$ cat config.mk
export PLATFORM = sky130hd
export DESIGN_NAME = switch_debouncer
export DESIGN_NICKNAME = d
export VERILOG_FILES = /design/src/rtl/switch_debouncer.sv
export SDC_FILE = /design/constraint.sdc
export NUM_CORES = 1
export LEC_CHECK = 0
export ABC_AREA = 1
export CAP_MARGIN = 40
export CORE_ASPECT_RATIO = 2
export CORE_MARGIN = 8
export CORE_UTILIZATION = 41
export DETAILED_ROUTE_END_ITERATION = 10
export PLACE_DENSITY = 0.56
export SLEW_MARGIN = 0
export SYNTH_ARGS = -nofsm -noshare
export SYNTH_HDL_FRONTEND = slang
export SYNTH_SLANG_ARGS = --single-unit
$ cat constraint.sdc
create_clock -name clk -period 3 [get_ports clk]
set_input_delay 0.6 -clock clk [delete_from_list [all_inputs] [get_ports clk]]
set_output_delay 0.6 -clock clk [all_outputs]
set_load 0.005 [all_outputs]
$ cat src/rtl/switch_debouncer.sv
// Two-flop synchronizer plus per-bit stability-counter debouncer for board slide switches.
// Debounced value feeds the I/O read mux; sticky per-bit change flags support software polling.
module switch_debouncer #(
   parameter int WIDTH        = 8,
   parameter int CNT_BITS     = 20,
   parameter int STABLE_COUNT = 500000
) (
   input  logic             clk,
   input  logic             reset,
   input  logic [WIDTH-1:0] switches_raw,
   input  logic             clear,
   output logic [WIDTH-1:0] switches,
   output logic [WIDTH-1:0] changed,
   output logic             any_changed
);

   // Per-bit debounce FSM, state implied by r_sync2[i] vs r_stable[i]:
   //   state   | meaning
   //   IDLE    | sync2 == stable, counter held at 0
   //   PENDING | sync2 != stable, counting toward commit at STABLE_COUNT-1

   localparam logic [CNT_BITS-1:0] LP_TC = CNT_BITS'(STABLE_COUNT - 1);

   logic [WIDTH-1:0]    r_sync1;
   logic [WIDTH-1:0]    r_sync2;
   logic [WIDTH-1:0]    r_stable;
   logic [WIDTH-1:0]    r_changed;
   logic                r_any_changed;
   logic [CNT_BITS-1:0] r_cnt [WIDTH];

   logic [CNT_BITS-1:0] w_cnt_nxt [WIDTH];
   logic [WIDTH-1:0]    w_stable_nxt;
   logic [WIDTH-1:0]    w_commit;
   logic [WIDTH-1:0]    w_changed_nxt;

   always_comb begin
      w_stable_nxt = r_stable;
      w_commit     = '0;
      for (int i = 0; i < WIDTH; i++) begin
         w_cnt_nxt[i] = '0;
         if (r_sync2[i] != r_stable[i]) begin
            if (r_cnt[i] == LP_TC) begin
               w_stable_nxt[i] = r_sync2[i];
               w_commit[i]     = 1'b1;
            end else begin
               w_cnt_nxt[i] = r_cnt[i] + CNT_BITS'(1);
            end
         end
      end
      // A commit on the same edge as clear keeps its flag.
      w_changed_nxt = (clear ? '0 : r_changed) | w_commit;
   end

   always_ff @(posedge clk) begin
      if (reset) begin
         r_sync1       <= '0;
         r_sync2       <= '0;
         r_stable      <= '0;
         r_changed     <= '0;
         r_any_changed <= 1'b0;
         for (int i = 0; i < WIDTH; i++) begin
            r_cnt[i] <= '0;
         end
      end else begin
         r_sync1       <= switches_raw;
         r_sync2       <= r_sync1;
         r_stable      <= w_stable_nxt;
         r_changed     <= w_changed_nxt;
         r_any_changed <= |w_changed_nxt;
         for (int i = 0; i < WIDTH; i++) begin
            r_cnt[i] <= w_cnt_nxt[i];
         end
      end
   end

   assign switches    = r_stable;
   assign changed     = r_changed;
   assign any_changed = r_any_changed;

endmodule

---- Word-level counts from Yosys, hierarchy flattened ----
Memories as Yosys holds them, arrays and structs flattened.
Cells that the tools add are included.
storage, ports and cells
  flip-flop bits (word level) ............. 33
  bits in writable memories ............... 160
  bits of input ports ..................... 11
  logic and storage cells ................. 99
  memories kept ........................... 1
cells by class
  add/sub/neg operators ................... 8
  equality and inequality tests ........... 16
  multiplexer cells ....................... 44
  bitwise gates (word level) .............. 9
  reductions and logical operators ........ 9
memories
  name   depth  bits a word  read ports  clocked after Yosys merged registers in  write ports  RTL line  RTL
  r_cnt  8      20           8           0                                        8            29        logic [CNT_BITS-1:0] r_cnt [WIDTH];
operator list
  cell                                                               count
  20-bit two-way mux                                                 24
  20-bit by 1-bit adder with 20-bit output, second input constant    8
  20-bit by 19-bit == test with 1-bit output, second input constant  8
  1-bit two-way mux                                                  19
  2-bit AND reduction                                                8
  8-bit two-way mux                                                  1
  1-bit inequality test                                              8
  1-bit OR                                                           8
  8-bit OR                                                           1
  8-bit OR reduction                                                 1

---- Logic depth before layout (Yosys ltp) ----
Gate-level depths: netlist of run 1.
  depth in word-level cells ............... 5
  gate-level depth with buffers ........... 11
  mapped depth without buffers ............ 11

---- Worst setup path after synthesis of run 1 ----
No wires, ideal clock.
  path type ............................... input to register
  start point ............................. in reset
  end point ............................... mem r_cnt[3][9] (netlist: r_cnt[0][69])
  arrival time ............................ 1490 ps
  setup slack ............................. 1437 ps
  cell stages on the path ................. 7
  buffers on the path ..................... 2
  path through ............................ clkbuf_1 -> inv_2 -> nand2_1 -> nor2_4 -> inv_2 -> buf_4 -> nor3b_2
RTL lines
  element      RTL line  RTL
  from (decl)  9         input logic reset,
  to (decl)    29

==> results of run 1 <==
[state kept, by name, indices dropped and copies added (netlist names)]
name / cells
any_changed: 1
r_sync2: 8
r_cnt: 160
r_sync1: 8
switches: 8
changed: 8
[cell usage after synthesis, drive strengths merged]
master  instances
a21oi          74
nand2         217
a31oi           6
nor3b          15
nand4          31
dfxtp         193
nor4            4
ha              8
xnor2          14
nor3           50
and2            1
and3            2
nand3          69
o21a            5
o21bai          3
a211oi          5
xor2           36
clkbuf          4
o31ai           2
nand3b          2
o21ai          34
inv           171
or2            13
nor2          247
buf            12
[where the power goes]
part	switching, mW	internal (mW)	leakage, nW
clock	0.934	1.24	0.271
combinational	0.0443	0.0266	1.71
sequential	0.00726	2.58	1.56
total	0.986	3.84	3.54
[logic make-up after synthesis]
family	share of synthesized area [%]
XOR/XNOR	4.96
flip-flops	43.7
AO/OA/AOI/OAI	7.82
AND/OR/NAND/NOR	34.1
buffers and inverters	8.26
adder cells (fa/ha/maj)	1.13
[cell type report]
class,count,share of cell area [%]
multi-input combinational,838,42.7
inverter,171,6.45
timing repair buffer,31,3.02
sequential,193,38.8
tap,273,3.43
clock inverter,4,0.516
clock buffer,25,5.08
[worst paths after layout]
path	startpoint	end	slack, ns	cells past startpoint
setup / recovery	r_cnt[0][0]	r_cnt[0][13]	0.90	9
hold / removal	r_sync1[3]	r_sync2[3]	0.41	2
hold reg to reg	r_sync1[3]	r_sync2[3]	0.41	2
setup reg to reg	r_cnt[0][0]	r_cnt[0][13]	0.90	9
[metrics by stage]
step,cell area (um^2),cells,worst slack [ns],hold slack (ns),util [%]
floorplan,8840,1218,1.44,0.388,-
global placement,9390,1506,0.615,0.393,43.9
detailed placement,9390,1506,0.577,0.393,43.9
CTS,9950,1535,0.835,0.408,46.5
global route,9950,1535,0.633,0.417,46.5
finish,9950,1535,0.903,0.405,46.5
[tightest hold or removal path, delay by kind of cell (launching register included)]
| family | cells | cell delay [ns] |
|---|---|---|
| flip-flops | 1 | 0.30 |
| buffers and inverters | 1 | 0.04 |
| AND/OR/NAND/NOR | 1 | 0.03 |
[per-layer routing]
layer,part of all wire [%],global-route usage [%],up-vias
li1,-,-,3947
met4,3.0,7.70,0
met3,3.1,3.10,28
met1,40,14.2,3351
met2,54,27.5,84
met5,0,0,-
==> flow_results.org, run 1 <==
** Run status
- Outcome :: completed

** Worst setup path
- Kind of end point of the critical path :: register
- The worst setup path is launched from a register.
- Data required time at the worst endpoint :: 3.32 ns
- Max Fanout on Critical Path :: 17
- STA puts the critical path data arrival time at 2.42 ns.
- Highest-delay cell along the critical path :: sky130_fd_sc_hd__nand3_1
- The number of buffers and inverters on the critical path is 1.
- In this design, the largest share of critical-path delay is due to simple AND/OR/NAND/NOR gates.
- Critical path's largest stage delay :: 0.48 ns
- The signal on the critical path passes through ha_1, nand2_1, nor2_1, nand3_1, nor2_2, nand2_1, nand3_1, buf_4, nor3_2.
- By startpoint and endpoint, the worst setup path is classified as reg2reg.

** Floorplan
- The initialized floorplan defines 76 standard-cell rows.
- IO Count :: 28
- X dimension of the die :: 120 um
- The floorplan step defined a die boundary enclosing 26800 um^2.
- Vertical die dimension :: 224 um
- Initial standard-cell utilization of the core :: 41.3%
- After floorplanning, the core was sized to cover 21400 um^2.

** Timing
- Endpoints failing hold :: 0
- The worst pin sits at a relative slew slack of 53.2%.
- The count of final max-slew check failures came to 0.
- Time the final worst path needs with I/O delays and setup :: 2.10 ns
- For this run, the top clock speed supported by timing is 477 MHz.
- After routing, the total negative slack on setup checks comes to 0 ns.
- Count of endpoints failing setup in the final report :: 0
- In the finished design, the share of the clock period the worst path needs comes to 69.9%.
- Setup repair after global routing left no endpoint under its margin.
- For the final database, setup skew stands at 0.00823 ns.
- At the pin with the least slew margin, the transition time is 0.700 ns.

** Route
- DRC violation count after routing :: 0
- For this block, the initial DRC count from the detailed router was 350.
- After detailed routing, the number of vias per cell comes to 4.83.
- Routed wire length :: 18300 um
- Dividing the detail-routed wire length by the instance count gives 11.9 um.
- The first detailed-routing pass took 4 iterations.
- Across all layers, the routed design uses 7410 vias.
- Residual antenna-violating net count after detailed routing :: 0

** Power
- Power Dens Cells :: 485 nW/um^2
- For this design the static power due to leakage is 3.54 nW.
- Across the VDD grid, the largest voltage drop is 0.397 mV.
- Summing internal, switching and leakage power gives 4.83 mW.

** Synth
- Syn_nets :: 1237
- During synthesis, Yosys emitted a total of 0 warnings.
- In this run, synthesis produced a sequential element count of 193.
- The synthesized netlist occupies a cell area of 8840 um^2.
- Of the post-synthesis cell area, the dominant cell type holds 43.7%.
- Seq/Total Area, Yosys :: 43.7%
- Leading post-synthesis cells by cell area :: sky130_fd_sc_hd__dfxtp_1 (44%), sky130_fd_sc_hd__nor2_1 (9.6%), sky130_fd_sc_hd__nand2_1 (9.1%)
- Number of cells produced by synthesis :: 1218
- Average cell area after synthesis :: 7.25 um^2
- Yosys top cell by area :: sky130_fd_sc_hd__dfxtp_1
- The synthesized netlist contains 39 unique library cells.

** Final layout
- Antenna diode count :: 0
- Total area of multi-input combinational cells :: 4240 um^2
- Share of cells above drive strength 1 :: 8.16%
- Post-layout net count :: 1271
- Most common library cell in the layout ignoring fill and taps :: sky130_fd_sc_hd__nor2_1
- Layout Area Growth over Synthesis :: 12.6%
- Summing all flip-flop and latch instances after layout gives 3860 um^2.
- Leading cell types in the layout, fill and taps excluded :: sky130_fd_sc_hd__nor2_1 (225), sky130_fd_sc_hd__nand2_1 (214), sky130_fd_sc_hd__dfxtp_1 (193)
- Counting the fill cells in the layout gives 2246.

** Global route
- The first global-routing pass estimated 31900 um of wire.
- The initial antenna violation count came to 0.
- The number of global-route vias before repair is 7255.
- Overall global routing resource usage :: 14.5%
- The total overflow left after global routing is 0.
- Pin count of the biggest net entering global routing :: 35

** CTS
- In this run the clock root is driven by a sky130_fd_sc_hd__clkbuf_16.
- For this design, the sink count on the clock tree is 193.
- Later-pin clock latency in the skew report :: 0.44 ns
- Count of H-tree levels built during CTS :: 4
- Number of buffers on the longest clock path :: 2
- Buffers inserted during clock tree synthesis total 17.
- After clock tree synthesis, the clock-pin slew on the worst setup and hold paths is 0.07 ns.
- Post-CTS setup buffer count :: 0
- TritonCTS clock tree :: yes
- Number of gates given a new drive strength after cts :: 0
- The number of hold buffers added after CTS was 0.

** Min path
- The min-delay analysis places its worst path in the category reg2reg.

** Placed design
- The HPWL after detailed placement is 14000 um.
- # port buffers :: 27
- Global placement routability congestion :: 0.820

** Run
- Max capacitance violation total :: 0
Note: power is estimated with default switching activity, not from simulation.
==> run 2: changes to the inputs <==
PLACE_DENSITY = 0.58   (was 0.56)
clock period = 1.9 ns   (was 3 ns; I/O delays follow)
==> flow_results.org, run 2 (synthesized netlist as in run 1, its figures left out) <==
** Final layout
- The library cells used most frequently in the layout, excluding fill and tap cells, are sky130_fd_sc_hd__nor2_1 (222), sky130_fd_sc_hd__nand2_1 (213), sky130_fd_sc_hd__dfxtp_1 (193).
- The number of flip-flops under the largest register name came to 160 (unchanged).
- The number of inserted diodes was 0 (unchanged).
- Post-route design area :: 10200 um^2 (+2.8%)
- Share of cells above drive strength 1 :: 10.8% (+2.6 points)
- The register with the most flip-flops in the final layout is r_cnt.
- The fraction of the core area covered by cells at the end of the flow came to 47.8% (+1.3 points).
- The number of filler cells placed in the layout came to 2170 (-3.4%).
- Most common library cell in the layout ignoring fill and taps :: sky130_fd_sc_hd__nor2_1
- Layout Area Growth over Synthesis :: 15.8%
- Post-layout net count :: 1295 (+1.9%)

** Global route
- The number of global-route vias before repair is 7375 (+1.7%).
- The pin count of the biggest net entering global routing was 26 (-26%).
- Overall global routing resource usage :: 14.6% (+0.066 points)
- The initial antenna violation count is 0 (unchanged).
- Leftover overflow at the end of global routing :: 0 (unchanged)
- The wire length of the first global-routing pass came to 31900 um (about the same).

** Route
- The total wire length after detailed routing came to 18900 um (+3.0%).
- Met2 routed wirelength :: 10200 um (+2.5%)
- The highest metal layer carrying signal wires in the routed design is met4.
- Residual antenna-violating net count after detailed routing :: 0 (unchanged)
- The met3 wirelength from detailed routing was 653 um (+16%).
- Drt via density :: 4.83 (about the same)
- The total DRC errors in the routed layout is 0 (unchanged).
- The via count was 7538 (+1.7%).
- The routed length on met1 is 7310 um (+0.32%).
- Routed WL per cell :: 12.1 um (+1.2%)
- Number of DRC violations after detailed-routing iteration 0 :: 333 (-4.9%)
- DR pass1 iterations :: 4 (unchanged)

** Floorplan
- The number of placement rows came to 76 (unchanged).
- The die height was 224 um (unchanged).
- The initial standard-cell utilization of the core is 41.3% (unchanged).
- Die footprint :: 26800 um^2 (unchanged)
- IO Count :: 28 (unchanged)
- The core footprint came to 21400 um^2 (unchanged).
- X dimension of the die :: 120 um (unchanged)

** Power
- Final total power :: 7.82 mW (+62%)
- The maximum resistive drop on vdd is 0.521 mV (+31%).
- The areal power density over the cells is 764 nW/um^2 (+57%).
- The leakage power was 3.71 nW (+4.8%).

** Worst setup path
- The reg-to-reg setup timing slack was 0.18 ns (-0.72 ns).
- STA classifies the critical path endpoint as an output port.
- The buffer and inverter count on the worst path came to 1 (unchanged).
- The data arrival time of the critical path is 1.44 ns (-0.98 ns).
- The largest driver fanout on the critical path was 3 (-14).
- The data required time at the worst endpoint was 1.52 ns (-1.80 ns).
- STA classifies the critical path startpoint as a register.
- Highest-delay cell along the critical path :: sky130_fd_sc_hd__clkdlybuf4s50_1
- Critical path's largest stage delay :: 0.55 ns (+0.07 ns)
- In this design, the largest share of critical-path delay is due to buffers and inverters.
- Category of the critical setup timing path :: reg2out
- Critical Path, Cell by Cell :: clkdlybuf4s50_1

** Placed design
- # port buffers :: 27 (unchanged)
- Estimated wirelength of the detail-placed design :: 14600 um (+4.5%)
- The final weighted congestion in routability-driven placement was 0.852 (+3.9%).
- The post-placement cell area was 9600 um^2 (+2.2%).

** CTS
- The clock transition at the registers of the reported paths is 0.07 ns (about the same).
- Count of H-tree levels built during CTS :: 4 (unchanged)
- The tree is rooted in a sky130_fd_sc_hd__clkbuf_16.
- Later-pin clock latency in the skew report :: 0.44 ns (about the same)
- TritonCTS built the clock tree.
- Clock buffers created by TritonCTS :: 17 (unchanged)
- The hold buffer count at CTS was 0 (unchanged).
- Number of buffers on the longest clock path :: 2 (unchanged)
- The number of clock sinks was 193 (unchanged).

** Timing
- The headroom to the max-slew limit is 74.0% (+21 points).
- Final clock skew :: 0.00755 ns (-0.000679 ns)
- The actual transition at the worst max-transition pin came to 0.389 ns (-0.311 ns).
- Worst slack on hold paths :: 0.406 ns (+0.00113 ns)
- The count of final max-slew check failures was 0 (unchanged).
- Count of endpoints failing setup in the final report :: 0 (unchanged)
- The final count of hold timing violations is 0 (unchanged).
- Period utilisation layout :: 95.6%
- Static timing analysis puts the maximum clock frequency at 550 MHz.
- Time the final worst path needs with I/O delays and setup :: 1.82 ns

** Run status
- Outcome :: completed

** Run
- Max capacitance violation total :: 0 (unchanged)

** Min path
- Worst min path class :: reg2reg
==> run 2: cell types whose count changed in the layout (fill, tap and decap cells not counted), moves of 2 or more <==
cell and delta:
sky130_fd_sc_hd__clkbuf_8 -4, sky130_fd_sc_hd__nor2_1 -3, sky130_fd_sc_hd__inv_6 +3, sky130_fd_sc_hd__clkbuf_1 -3, sky130_fd_sc_hd__buf_12 +3, sky130_fd_sc_hd__buf_4 +21
sky130_fd_sc_hd__nand3_2 +2, sky130_fd_sc_hd__clkinv_4 +4, sky130_fd_sc_hd__nor2_2 +3, sky130_fd_sc_hd__nand3_1 -2
==> run 2: final timing paths <==
check,cells past startpoint,startpoint,end
max reg2reg,10,r_cnt[1][40],r_cnt[1][55]
min,2,r_sync1[4],r_sync2[4]
max,1,switches[3],switches[3]
min reg2reg,2,r_sync1[4],r_sync2[4]
==> run 2: stage by stage <==
step,cells,setup slack (ns),TNS [ns]
floorplan,1218,0.373,0
global placement,1529,0.0759,0
detailed placement,1529,0.0763,0
CTS,1561,0.0413,0
global route,1562,-0.00294,-0.00294
finish,1562,0.0828,0
==> run 2: layer usage <==
metal  track usage, %  vias to the layer above
li1                 -                     4003
met1             13.5                     3387
met2             28.0                      104
met3             3.56                       44
met4             8.43                        0
met5                0                        -
==> run 2: cell type report <==
class,count,area [um^2],area share (%)
sequential,193,3860,37.8
timing repair buffer,55,518,5.06
clock buffer,18,439,4.29
tap,273,342,3.34
inverter,171,642,6.28
multi-input combinational,838,4270,41.7
clock inverter,14,155,1.52
==> run 2: power by group <==
group / leakage [nW] / internal, mW / switching [mW]
registers: 1.56 / 4.06 / 0.0109
logic: 1.86 / 0.0550 / 0.0751
clock network: 0.287 / 1.99 / 1.62
total: 3.71 / 6.11 / 1.71
==> run 2: repair_timing <==
item	4_1_cts	5_1_grt
setup endpoints to repair	0	8
hold endpoints to repair	0	0
buffers inserted	0	1
resized for setup	0	7
